### config.mk
export PLATFORM = sky130hd
export DESIGN_NAME = sub_serial
export DESIGN_NICKNAME = d
export VERILOG_FILES = /design/src/rtl/sub_serial.sv
export SDC_FILE = /design/constraint.sdc
export NUM_CORES = 1
export LEC_CHECK = 0
export ABC_CLOCK_PERIOD_IN_PS = 1600
export CORE_ASPECT_RATIO = 1.25
export CORE_UTILIZATION = 51
export DETAILED_ROUTE_END_ITERATION = 8
export MAX_ROUTING_LAYER = met4
export PLACE_DENSITY = 0.78
export SKIP_CTS_REPAIR_TIMING = 1
export SLEW_MARGIN = 20
export SYNTH_ARGS = -nofsm -noshare
export SYNTH_HDL_FRONTEND = slang
export SYNTH_SLANG_ARGS = --single-unit
### constraint.sdc
create_clock -name clk -period 1.6 [get_ports clk]
set_input_delay 0.32 -clock clk [delete_from_list [all_inputs] [get_ports clk]]
set_output_delay 0.32 -clock clk [all_outputs]
set_load 0.1 [all_outputs]
### src/rtl/sub_serial.sv
// ---------------------------------------------------------------------------
// sub_serial -- bit-serial subtractor, Diff = A - B - Bin (mod 2^WIDTH).
//
// One bit per RUN cycle, LSB first, using a single full-subtractor cell and a
// borrow flop. Operands are captured on an accepted start. Results are held
// in output registers that only change on completion.
//
// Parameters
//   WIDTH  operand/result width (2..32)
//
// Ports
//   clk    rising-edge clock
//   rst    synchronous active-high reset
//   start  begin a subtraction (ignored while busy)
//   A, B   minuend / subtrahend, captured on accept
//   Bin    borrow-in, captured on accept
//   busy   high while bits are being processed (RUN)
//   done   one-cycle pulse when Diff/Bout/Zero are freshly valid
//   Diff   A - B - Bin
//   Bout   borrow-out, 1 when A < B + Bin (unsigned)
//   Zero   1 when Diff == 0
//   Ovf    signed overflow (only with SUB_SERIAL_OVF_EN defined)
//
// Build option: define SUB_SERIAL_OVF_EN to add the Ovf port and its logic.
//
// Timing: start accepted at edge E0; bits are processed on E1..E(WIDTH);
// the FSM sits in DONE for one cycle and the output registers (and done)
// are loaded on the edge that leaves DONE, so done is visible WIDTH+1
// cycles after the accept edge.
// ---------------------------------------------------------------------------
module sub_serial #(
    parameter int WIDTH = 16
) (
    input  logic             clk,
    input  logic             rst,
    input  logic             start,
    input  logic [WIDTH-1:0] A,
    input  logic [WIDTH-1:0] B,
    input  logic             Bin,
    output logic             busy,
    output logic             done,
    output logic [WIDTH-1:0] Diff,
    output logic             Bout,
    output logic             Zero
`ifdef SUB_SERIAL_OVF_EN
    ,
    output logic             Ovf
`endif
);

    localparam int CW = (WIDTH > 1) ? $clog2(WIDTH) : 1;

    typedef enum logic [1:0] {
        IDLE = 2'd0,
        RUN  = 2'd1,
        DONE = 2'd2
    } state_t;

    state_t state, nxt;

    logic [CW-1:0]    cnt;
    logic [WIDTH-1:0] a_sh;     // minuend, shifted right each RUN cycle
    logic [WIDTH-1:0] b_sh;     // subtrahend, shifted right each RUN cycle
    logic [WIDTH-1:0] dsr;      // difference, bits enter at the MSB
    logic             br;       // running borrow
    logic             accept;
    logic             last;
    logic             d_bit;
    logic             br_nxt;

`ifdef SUB_SERIAL_OVF_EN
    // Operand sign bits are shifted out of a_sh/b_sh, so keep them aside.
    logic a_msb;
    logic b_msb;
`endif

    assign last = (cnt == CW'(WIDTH - 1));
    assign busy = (state == RUN);

    // Full-subtractor cell on the current LSBs.
    always_comb begin
        d_bit  = a_sh[0] ^ b_sh[0] ^ br;
        br_nxt = (~a_sh[0] & b_sh[0]) | (~(a_sh[0] ^ b_sh[0]) & br);
    end

    // -----------------------------------------------------------------------
    // FSM
    // -----------------------------------------------------------------------
    always_ff @(posedge clk) begin
        if (rst) state <= IDLE;
        else     state <= nxt;
    end

    always_comb begin
        nxt    = state;
        accept = 1'b0;
        case (state)
            IDLE: begin
                if (start) begin
                    accept = 1'b1;
                    nxt    = RUN;
                end
            end
            RUN: begin
                if (last) nxt = DONE;
            end
            DONE: begin
                // start here chains straight into the next RUN.
                if (start) begin
                    accept = 1'b1;
                    nxt    = RUN;
                end else begin
                    nxt = IDLE;
                end
            end
            default: nxt = IDLE;
        endcase
    end

    // -----------------------------------------------------------------------
    // Datapath and result registers
    // -----------------------------------------------------------------------
    always_ff @(posedge clk) begin
        if (rst) begin
            cnt  <= '0;
            a_sh <= '0;
            b_sh <= '0;
            dsr  <= '0;
            br   <= 1'b0;
            done <= 1'b0;
            Diff <= '0;
            Bout <= 1'b0;
            Zero <= 1'b0;
`ifdef SUB_SERIAL_OVF_EN
            a_msb <= 1'b0;
            b_msb <= 1'b0;
            Ovf   <= 1'b0;
`endif
        end else begin
            done <= (state == DONE);

            // Results only move here, so partial sums are never visible.
            if (state == DONE) begin
                Diff <= dsr;
                Bout <= br;
                Zero <= (dsr == '0);
`ifdef SUB_SERIAL_OVF_EN
                Ovf  <= (a_msb ^ b_msb) & (a_msb ^ dsr[WIDTH-1]);
`endif
            end

            if (accept) begin
                a_sh <= A;
                b_sh <= B;
                br   <= Bin;
                cnt  <= '0;
`ifdef SUB_SERIAL_OVF_EN
                a_msb <= A[WIDTH-1];
                b_msb <= B[WIDTH-1];
`endif
            end else if (state == RUN) begin
                a_sh <= a_sh >> 1;
                b_sh <= b_sh >> 1;
                br   <= br_nxt;
                dsr  <= {d_bit, dsr[WIDTH-1:1]};
                cnt  <= cnt + 1'b1;
            end
        end
    end

endmodule
==> reports/qor.csv, run 1 <==
stage;metric;value;unit
route;wire_per_inst;12.6;microns
floorplanning;fp.coreArea;5440;sq um
route;drt_iter0_drc;177;
synthesis;yosysMostFrequentCell;nand2_1;
sta;max_freq;680;MHz
clock_network;clkSlewWorstSetupHoldPaths;0.07;ns
synthesis;synthCells;358;
grt;antenna_found_initial;0;
floorplanning;start_util;0.532;
placed_design;gp_congestion;0.818;
grt;grt_pass1_wl;10300;microns
synthesis;muxShareOfSynthArea;0.00691;
floorplanning;fp.dieH;86.3;microns
flow_run;drv_cap;0;
run_status;status;completed;
power_and_ir_drop;vdd_drop_max;0.000636;V
sta;period_needed;1.47;ns
grt;grt-ovfl-total;0;
sta;relSlewSlack;0.778;
sta;period_share;0.920;
floorplanning;die_area;5990;sq um
setup_path;critical_path_class;reg -> out;
finish;nets;456;
placed_design;post_dp_cell_area;3740;sq um
synthesis;synth_compound_area_frac;0.163;
floorplanning;num_rows;30;
setup_path;cp_max_fo;12;
sta;clock_skew;0.00549;ns
synthesis;ys_ff_latch;74;
clock_network;cts_root_buffer;clkbuf_8;
setup_path;path_cells;nand2b_4 > inv_8 > buf_12;
synthesis;synthXorXnorAreaFrac;0.00605;
synthesis;synth_top_cell_area_share;0.511;
setup_path;critPathMaxStageDelay;0.34;ns
sta;hold_viol;0;
setup_path;startpoint_type;flip-flop;
power_and_ir_drop;p_leak;0.00143;uW
route;routed_via_density;5.39;
route;detail-route-antenna-nets;0;
setup_path;cp_slowest_cell;dfxtp_1;
floorplanning;io_pins;56;
grt;grt_max_degree;37;
synthesis;synth-simple-area-share;0.244;
placed_design;numPortBuffers;55;
grt;grt_pass1_vias;2382;
setup_path;cp.required;1.28;ns
synthesis;yosysTopAreaCell;dfxtp_1;
route;totalWireLength;6120;microns
placed_design;dp_hpwl;4190;microns
clock_network;cts.sinks;74;
finish;syn_to_final_growth;37.2;%
sta;final_max_slew_viol_count;0;
synthesis;yosysWarnings;0;
sta;rsz0062_at_grt;false;
finish;layout-drive-gt1-share;0.149;
setup_path;end_kind;primary output;
synthesis;synthTopCellsByCount;111 x nand2_1, 74 x dfxtp_1, 39 x a21oi_1;
setup_path;cp_num_buf_inv;2;
synthesis;synthTopCellsByArea;dfxtp_1 51%, nand2_1 14%, a21oi_1 6.7%, a311oi_1 6.3%, nor2_1 3.0%;
synthesis;async_flop_share;0;
synthesis;ys.flop_type;dfxtp_1;
route;first_pass_iters;4;
synthesis;synth.avg_cell_area;8.09;sq um
clock_network;cts-buffers-inserted;9;
clock_network;tritoncts;yes;
clock_network;cts-htree-levels;3;
min_path;hp-class;in -> reg;
placed_design;place_ws;-0.0256;ns
synthesis;yosysSeqAreaShare;0.511;
sta;tightest_slew;0.324;ns
synthesis;synthesis.area;2900;sq um
sta;setup_violations;0;
setup_path;cp_top_family;flip-flops;
grt;grt_util_all_layers;0.219;
synthesis;syn_nets;396;
floorplanning;die_x;69.4;microns
clock_network;clock_latency;0.34;ns
route;drc_errors;0;
clock_network;clk_path_buf_depth;2;
synthesis;synth_adder_area_share;0.0112;
route;vias;2625;
finish;antenna_cells;0;
sta;fin_ws;0.129;ns
synthesis;synth.distinct_cells;28;
synthesis;synth_edf_count;0;
setup_path;arrival;1.15;ns
finish;design_area;3970;sq um
setup_path;r2r_slack;0.17;ns
power_and_ir_drop;p_per_area;959;nW/um^2
synthesis;synth_top_family_by_area;simple AND/OR/NAND/NOR gates;
-- registers in the layout (all words and copies together), names as in the netlist --
name and cells:
Zero 1, br 1, done 1, cnt 4, Diff 16, dsr 16, state 2, b_sh 16
Bout 1, a_sh 16
-- layout by cell type, fill, tap and decap left out, types with 2 or more instances in the layout --
master / instances
nor4_1: 4
buf_4: 22
o22ai_1: 5
o21ai_1: 2
a21oi_1: 39
inv_1: 2
nand2_1: 111
a311oi_1: 21
nor2_1: 23
nand3b_1: 2
buf_12: 21
nor2b_1: 2
a22oi_1: 4
clkdlybuf4s50_1: 34
clkinv_2: 2
buf_6: 2
nor3_1: 16
clkbuf_8: 9
dfxtp_1: 73
nand3_1: 8
clkbuf_1: 4
mux2i_1: 2
-- worst register-to-register path, stage by stage, from the launching register on --
cell      delay [ns]
dfxtp_1         0.38
nand2b_4        0.20
buf_6           0.18
buf_6           0.21
nand2_1         0.07
a311oi_1        0.30
-- cell type report --
type / instances / area [sq um]
Clock inverter: 3 / 40.0
Tap cell: 64 / 80.1
Timing Repair Buffer: 80 / 953
Multi-Input combinational cell: 250 / 1260
Sequential cell: 74 / 1480
Inverter: 3 / 18.8
Fill cell: 397 / 1470
Clock buffer: 13 / 139
-- power breakdown --
part	internal [uW]	total (uW)	switching (uW)	leakage [uW]
sequential	1920	1970	49.7	0.000604
combinational	232	476	244	0.000730
clock	719	1360	641	0.0000914
-- metrics by stage --
stage,hold WS [ns],cells,utilization,power (uW),TNS (ns)
CTS,0.349,482,0.720,3800,-0.141
floorplan,0.408,358,-,2280,0
global route,0.345,487,0.730,3970,0
global placement,0.455,466,0.687,2450,0
finish,0.350,487,0.730,3810,0
detailed placement,0.469,466,0.687,2460,-0.0256
-- final timing paths --
path,from,endpoint,cells past startpoint
setup / recovery,state[1],busy,3
hold / removal,rst,Diff[15],2
setup reg to reg,state[1],b_sh[10],5
hold reg to reg,b_sh[15],b_sh[15],2
-- layer usage --
layer | part of all wire | GRT usage | up-vias
li1 | - | - | 1341
met2 | 0.50 | 0.371 | 72
met4 | 0.013 | 0.0816 | 0
met5 | 0 | - | -
met1 | 0.44 | 0.248 | 1205
met3 | 0.043 | 0.0593 | 7
-- kinds of logic after synthesis --
kind of cell | after synthesis
adders and majority gates | 2
buffers and inverters | 34
and+or+nand+nor | 171
DFF | 74
xor gates and xnor gates | 2
muxes | 2
AOI/OAI and AO/OA | 73
(Power assumes the default switching activity.)
==> run 2: changes to the inputs <==
--- a/config.mk
+++ b/config.mk
@@ -10,7 +10,8 @@
 export CORE_UTILIZATION = 51
 export DETAILED_ROUTE_END_ITERATION = 8
 export MAX_ROUTING_LAYER = met4
-export PLACE_DENSITY = 0.78
+export PLACE_DENSITY = 0.79
+export REMOVE_ABC_BUFFERS = 1
 export SKIP_CTS_REPAIR_TIMING = 1
 export SLEW_MARGIN = 20
 export SYNTH_ARGS = -nofsm -noshare
==> run 2 against run 1 <==
Net effect: design area fell by 0.44%; total power rose by 5.0%; clock skew barely moved; clock-buffer cell count fell by 3; clock power rose by 15%; sequential power barely moved; utilization fell by 0.32 points; via count fell by 0.80%; first-iteration DRC count fell by 11%.
==> reports/qor.csv, run 2 (synthesis results as in run 1) <==
stage;metric;value;unit;change
sta;hold_viol;0;;unchanged
sta;tightest_slew;0.379;ns;+0.0546 ns
setup_path;cp_top_family;flip-flops;;
setup_path;end_kind;primary output;;
placed_design;dp_hpwl;4240;microns;+1.1%
floorplanning;fp.coreArea;5440;sq um;unchanged
finish;multi_input_area;1260;sq um;unchanged
sta;relSlewSlack;0.748;;-0.0308
floorplanning;fp.dieH;86.3;microns;unchanged
finish;final_common_cell;nand2_1;;
finish;syn_to_final_growth;36.6;%;
power_and_ir_drop;p_leak;0.00142;uW;-0.71%
sta;setup_violations;0;;unchanged
floorplanning;io_pins;56;;unchanged
sta;fin_ws;0.0841;ns;-0.0446 ns
clock_network;cts_root_buffer;clkbuf_8;;
finish;final_cell_mix;111 x nand2_1, 74 x dfxtp_1, 39 x a21oi_1;;
min_path;holdPathStages;2;;unchanged
placed_design;gp_congestion;0.763;;-6.7%
grt;antenna_found_initial;0;;unchanged
power_and_ir_drop;p_per_area;1010;nW/um^2;+5.5%
finish;layout-drive-gt1-share;0.144;;-0.00505
clock_network;clkSlewWorstSetupHoldPaths;0.07;ns;about the same
floorplanning;start_util;0.532;;unchanged
setup_path;cp_slowest_cell;dfxtp_1;;
setup_path;worst-path-stages;3;;unchanged
clock_network;cts-htree-levels;3;;unchanged
grt;grt-ovfl-total;0;;unchanged
clock_network;clock_latency;0.34;ns;about the same
setup_path;arrival;1.20;ns;+0.05 ns
power_and_ir_drop;power;4000;uW;+5.0%
route;drc_errors;0;;unchanged
run_status;status;completed;;
sta;rsz0062_at_grt;false;;
route;totalWireLength;6220;microns;+1.7%
floorplanning;num_rows;30;;unchanged
route;routed_via_density;5.41;;+0.44%
sta;final_max_slew_viol_count;0;;unchanged
finish;final_util;0.727;;-0.00322
sta;period_needed;1.52;ns;+0.0446 ns
finish;antenna_cells;0;;unchanged
finish;area.sequential;1480;sq um;about the same
setup_path;path_cells;nand2b_4 > inv_6 > buf_12;;
setup_path;worstRegToRegCells;5;;unchanged
clock_network;tritoncts;yes;;
route;detail-route-antenna-nets;0;;unchanged
route;drt_iter0_drc;157;;-11%
clock_network;cts-buffers-inserted;9;;unchanged
route;wire_per_inst;12.9;microns;+3.0%
clock_network;clk_path_buf_depth;2;;unchanged
floorplanning;die_x;69.4;microns;unchanged
flow_run;drv_cap;0;;unchanged
sta;clock_skew;0.00517;ns;-0.000321 ns
grt;grt_pass1_wl;10800;microns;+4.8%
route;vias;2604;;-0.80%
finish;nets;450;;-1.3%
grt;grt_max_degree;40;;+8.1%
grt;grt_util_all_layers;0.234;;+0.0147
min_path;hp-class;in -> reg;;
power_and_ir_drop;vdd_drop_max;0.000614;V;-3.5%
setup_path;critical_path_class;reg -> out;;
route;first_pass_iters;4;;unchanged
sta;period_share;0.947;;+0.0279
setup_path;cp_max_fo;12;;unchanged
setup_path;startpoint_type;flip-flop;;
placed_design;numPortBuffers;55;;unchanged
placed_design;place_ws;0.000520;ns;+0.0261 ns
finish;n_fill_cell;396;;-0.25%
clock_network;cts.sinks;74;;unchanged
sta;setup-tns-final;0;ns;unchanged
floorplanning;die_area;5990;sq um;unchanged
sta;max_freq;660;MHz;-2.9%
setup_path;cp_num_buf_inv;2;;unchanged
sta;whs;0.384;ns;+0.0346 ns
setup_path;cp.required;1.28;ns;about the same
setup_path;critPathMaxStageDelay;0.34;ns;about the same
grt;grt_pass1_vias;2476;;+3.9%
run 2: metal layers:
layer / wire (microns) / vias to the layer above / GRT usage
met5: 0 / - / -
met3: 249 / 8 / 0.0535
li1: - / 1325 / -
met4: 95 / 0 / 0.117
met2: 3180 / 74 / 0.393
met1: 2700 / 1197 / 0.262
run 2: power by group:
part           total, uW  switching, uW  internal (uW)
combinational        458            243            215
sequential          1970           48.1           1920
clock               1570            661            909
total               4000            952           3050
run 2: final timing paths:
| kind | endpoint | startpoint | slack (ns) |
|---|---|---|---|
| setup / recovery | busy | state[1] | 0.08 |
| hold / removal | dsr[2] | rst | 0.38 |
| setup reg to reg | b_sh[8] | state[0] | 0.21 |
| hold reg to reg | a_sh[1] | a_sh[1] | 0.47 |
run 2: worst reg2reg max path: stages, from the launching register on:
cell and delay, ns:
dfxtp_1 0.38, buf_4 0.16, nand2b_2 0.17, buf_12 0.21, nor2_1 0.10, a311oi_1 0.28
run 2: layout make-up:
class                           count  share of cell area
Sequential cell                    74               0.374
Multi-Input combinational cell    250               0.318
Timing Repair Buffer               74               0.228
Clock buffer                       10              0.0348
Clock inverter                      6              0.0202
Tap cell                           64              0.0202
Inverter                            3             0.00411
run 2: stage by stage:
stage / cells / cell area, sq um
after floorplan: 327 / 2740
after global placement: 465 / 3730
after detailed placement: 465 / 3730
after CTS: 481 / 3950
after global routing: 481 / 3960
final: 481 / 3960
==> run 3: changes to the inputs <==
--- a/config.mk
+++ b/config.mk
@@ -10,7 +10,7 @@
 export CORE_UTILIZATION = 51
 export DETAILED_ROUTE_END_ITERATION = 8
 export MAX_ROUTING_LAYER = met4
-export PLACE_DENSITY = 0.79
+export PLACE_DENSITY = 0.87
 export REMOVE_ABC_BUFFERS = 1
 export SKIP_CTS_REPAIR_TIMING = 1
 export SLEW_MARGIN = 20
==> run 3 against run 2 <==
Net effect: sequential power hardly changed; utilization grew 1.5 points; maximum frequency down 2.0%; routed wire length rose by 8.3%; critical endpoint unchanged.
==> reports/qor.csv, run 3 (synthesis results as in run 1) <==
stage;metric;value;unit;change
run_status;status;completed;;
finish;design_area;4040;sq um;+2.0%
finish;final_common_cell;nand2_1;;
setup_path;cp_slowest_cell;dfxtp_4;;
grt;top_usage_layer;met2;;
sta;period_share;0.967;;+0.0194
sta;setup-tns-final;0;ns;unchanged
power_and_ir_drop;p_int;3240;uW;+6.3%
finish;layout-drive-gt1-share;0.151;;+0.00683
finish;final_util;0.742;;+0.0147
grt;grt_pass1_wl;10700;microns;-0.20%
clock_network;cts_root_buffer;clkbuf_8;;
route;routed_via_density;5.54;;+2.2%
clock_network;cts-htree-levels;3;;unchanged
clock_network;clk_path_buf_depth;2;;unchanged
floorplanning;die_area;5990;sq um;unchanged
placed_design;post_dp_cell_area;3730;sq um;unchanged
floorplanning;num_rows;30;;unchanged
floorplanning;start_util;0.532;;unchanged
sta;whs;0.369;ns;-0.0154 ns
finish;final_cell_mix;111 x nand2_1, 72 x dfxtp_1, 39 x a21oi_1;;
sta;clock_skew;0.00844;ns;+0.00328 ns
floorplanning;io_pins;56;;unchanged
power_and_ir_drop;vdd_drop_max;0.000609;V;-0.69%
floorplanning;fp.dieH;86.3;microns;unchanged
power_and_ir_drop;p_leak;0.00145;uW;+2.3%
route;vias;2668;;+2.5%
finish;instances_no_fill;482;;+0.21%
grt;grt.met3_usage;0.0372;;-0.0163
setup_path;cp_top_family;flip-flops;;
power_and_ir_drop;seqPwrFrac;0.465;;-0.028
floorplanning;die_x;69.4;microns;unchanged
finish;nets;451;;+0.22%
placed_design;numPortBuffers;55;;unchanged
placed_design;dp_hpwl;4480;microns;+5.8%
sta;hold_viol;0;;unchanged
grt;grtUsageMet2;0.404;;+0.0115
sta;rsz0062_at_grt;false;;
route;drt_iter0_drc;278;;+77%
setup_path;startpoint_type;flip-flop;;
placed_design;gp_congestion;0.796;;+4.3%
finish;antenna_cells;0;;unchanged
setup_path;arrival;1.23;ns;+0.03 ns
setup_path;path_cells;nand2b_4 > inv_4 > buf_12 > buf_12;;
grt;grt_pass1_vias;2494;;+0.73%
route;detail-route-antenna-nets;0;;unchanged
power_and_ir_drop;switching_share;0.238;;-0.000548
clock_network;cts.sinks;74;;unchanged
setup_path;cp.required;1.28;ns;about the same
grt;grt_use_met1;0.249;;-0.0126
floorplanning;fp.coreArea;5440;sq um;unchanged
power_and_ir_drop;clkPwrFrac;0.422;;+0.029
route;totalWireLength;6740;microns;+8.3%
min_path;hp-class;in -> reg;;
clock_network;clkSlewWorstSetupHoldPaths;0.08;ns;about the same
flow_run;drv_cap;0;;unchanged
sta;max_freq;646;MHz;-2.0%
grt;grt-ovfl-total;0;;unchanged
sta;period_needed;1.55;ns;+0.0310 ns
setup_path;critPathMaxStageDelay;0.36;ns;+0.02 ns
setup_path;cp_max_fo;10;;-2
sta;tightest_slew;0.682;ns;+0.303 ns
clock_network;cts-buffers-inserted;9;;unchanged
setup_path;end_kind;primary output;;
power_and_ir_drop;p_per_area;1050;nW/um^2;+4.1%
sta;setup_violations;0;;unchanged
power_and_ir_drop;p_switching;1010;uW;+5.9%
finish;syn_to_final_growth;39.4;%;
sta;relSlewSlack;0.546;;-0.202
setup_path;cp_num_buf_inv;3;;+1
route;wire_per_inst;14.0;microns;+8.1%
grt;antenna_found_initial;0;;unchanged
setup_path;critical_path_class;reg -> out;;
placed_design;dp.cells;460;;-1.1%
setup_path;r2r_slack;0.23;ns;+0.02 ns
clock_network;tritoncts;yes;;
grt;grt_util_all_layers;0.233;;-0.000515
clock_network;clock_latency;0.35;ns;about the same
power_and_ir_drop;p_comb_frac;0.114;;about the same
grt;grt_max_degree;38;;-5.0%
route;drc_errors;0;;unchanged
setup_path;worst_path_most_repeated_cell;buf_12;;
route;first_pass_iters;4;;unchanged
sta;final_max_slew_viol_count;0;;unchanged
-- run 3: cell types whose count changed in the layout (fill, tap and decap cells not counted) --
| cell | change |
|---|---|
| clkinv_4 | +1 |
| bufinv_16 | +1 |
| dfxtp_1 | -2 |
| dfxtp_2 | +1 |
| inv_4 | +1 |
| buf_4 | -2 |
| buf_12 | +3 |
| clkinv_2 | -3 |
| dfxtp_4 | +1 |
-- run 3: path summary, 6_finish.rpt --
check | depth (start not counted) | to | from
max | 4 | busy | state[1]
min | 2 | dsr[7] | rst
max reg2reg | 6 | a_sh[3] | state[1]
min reg2reg | 2 | Bout | br
-- run 3: area by class of cell --
class | count | area [sq um]
flip-flops and latches | 74 | 1490
well taps | 64 | 80.1
repair buffers | 75 | 946
clock buffers | 10 | 138
inverters | 3 | 13.8
fillers | 360 | 1410
multi-input cells | 250 | 1260
clock inverters | 6 | 113
-- run 3: power by group through the flow --
stage                     combinational, uW  clock [uW]  sequential (uW)
after global routing                    530        1890             1980
final                                   483        1790             1970
after floorplan                         220           0             2000
after CTS                               461        1790             1970
after global placement                  442           0             2010
after detailed placement                456           0             2010
-- run 3: through the flow --
stage / power (uW) / setup slack [ns]
finish: 4250 / 0.0531
global route: 4400 / 0.0141
CTS: 4220 / -0.213
detailed placement: 2470 / -0.0653
global placement: 2450 / -0.0319
floorplan: 2220 / -1.50
-- run 3: layer usage --
metal / share of wire / vias to the layer above
met1: 0.40 / 1227
met5: 0 / -
li1: - / 1327
met2: 0.53 / 89
met4: 0.034 / 0
met3: 0.039 / 25
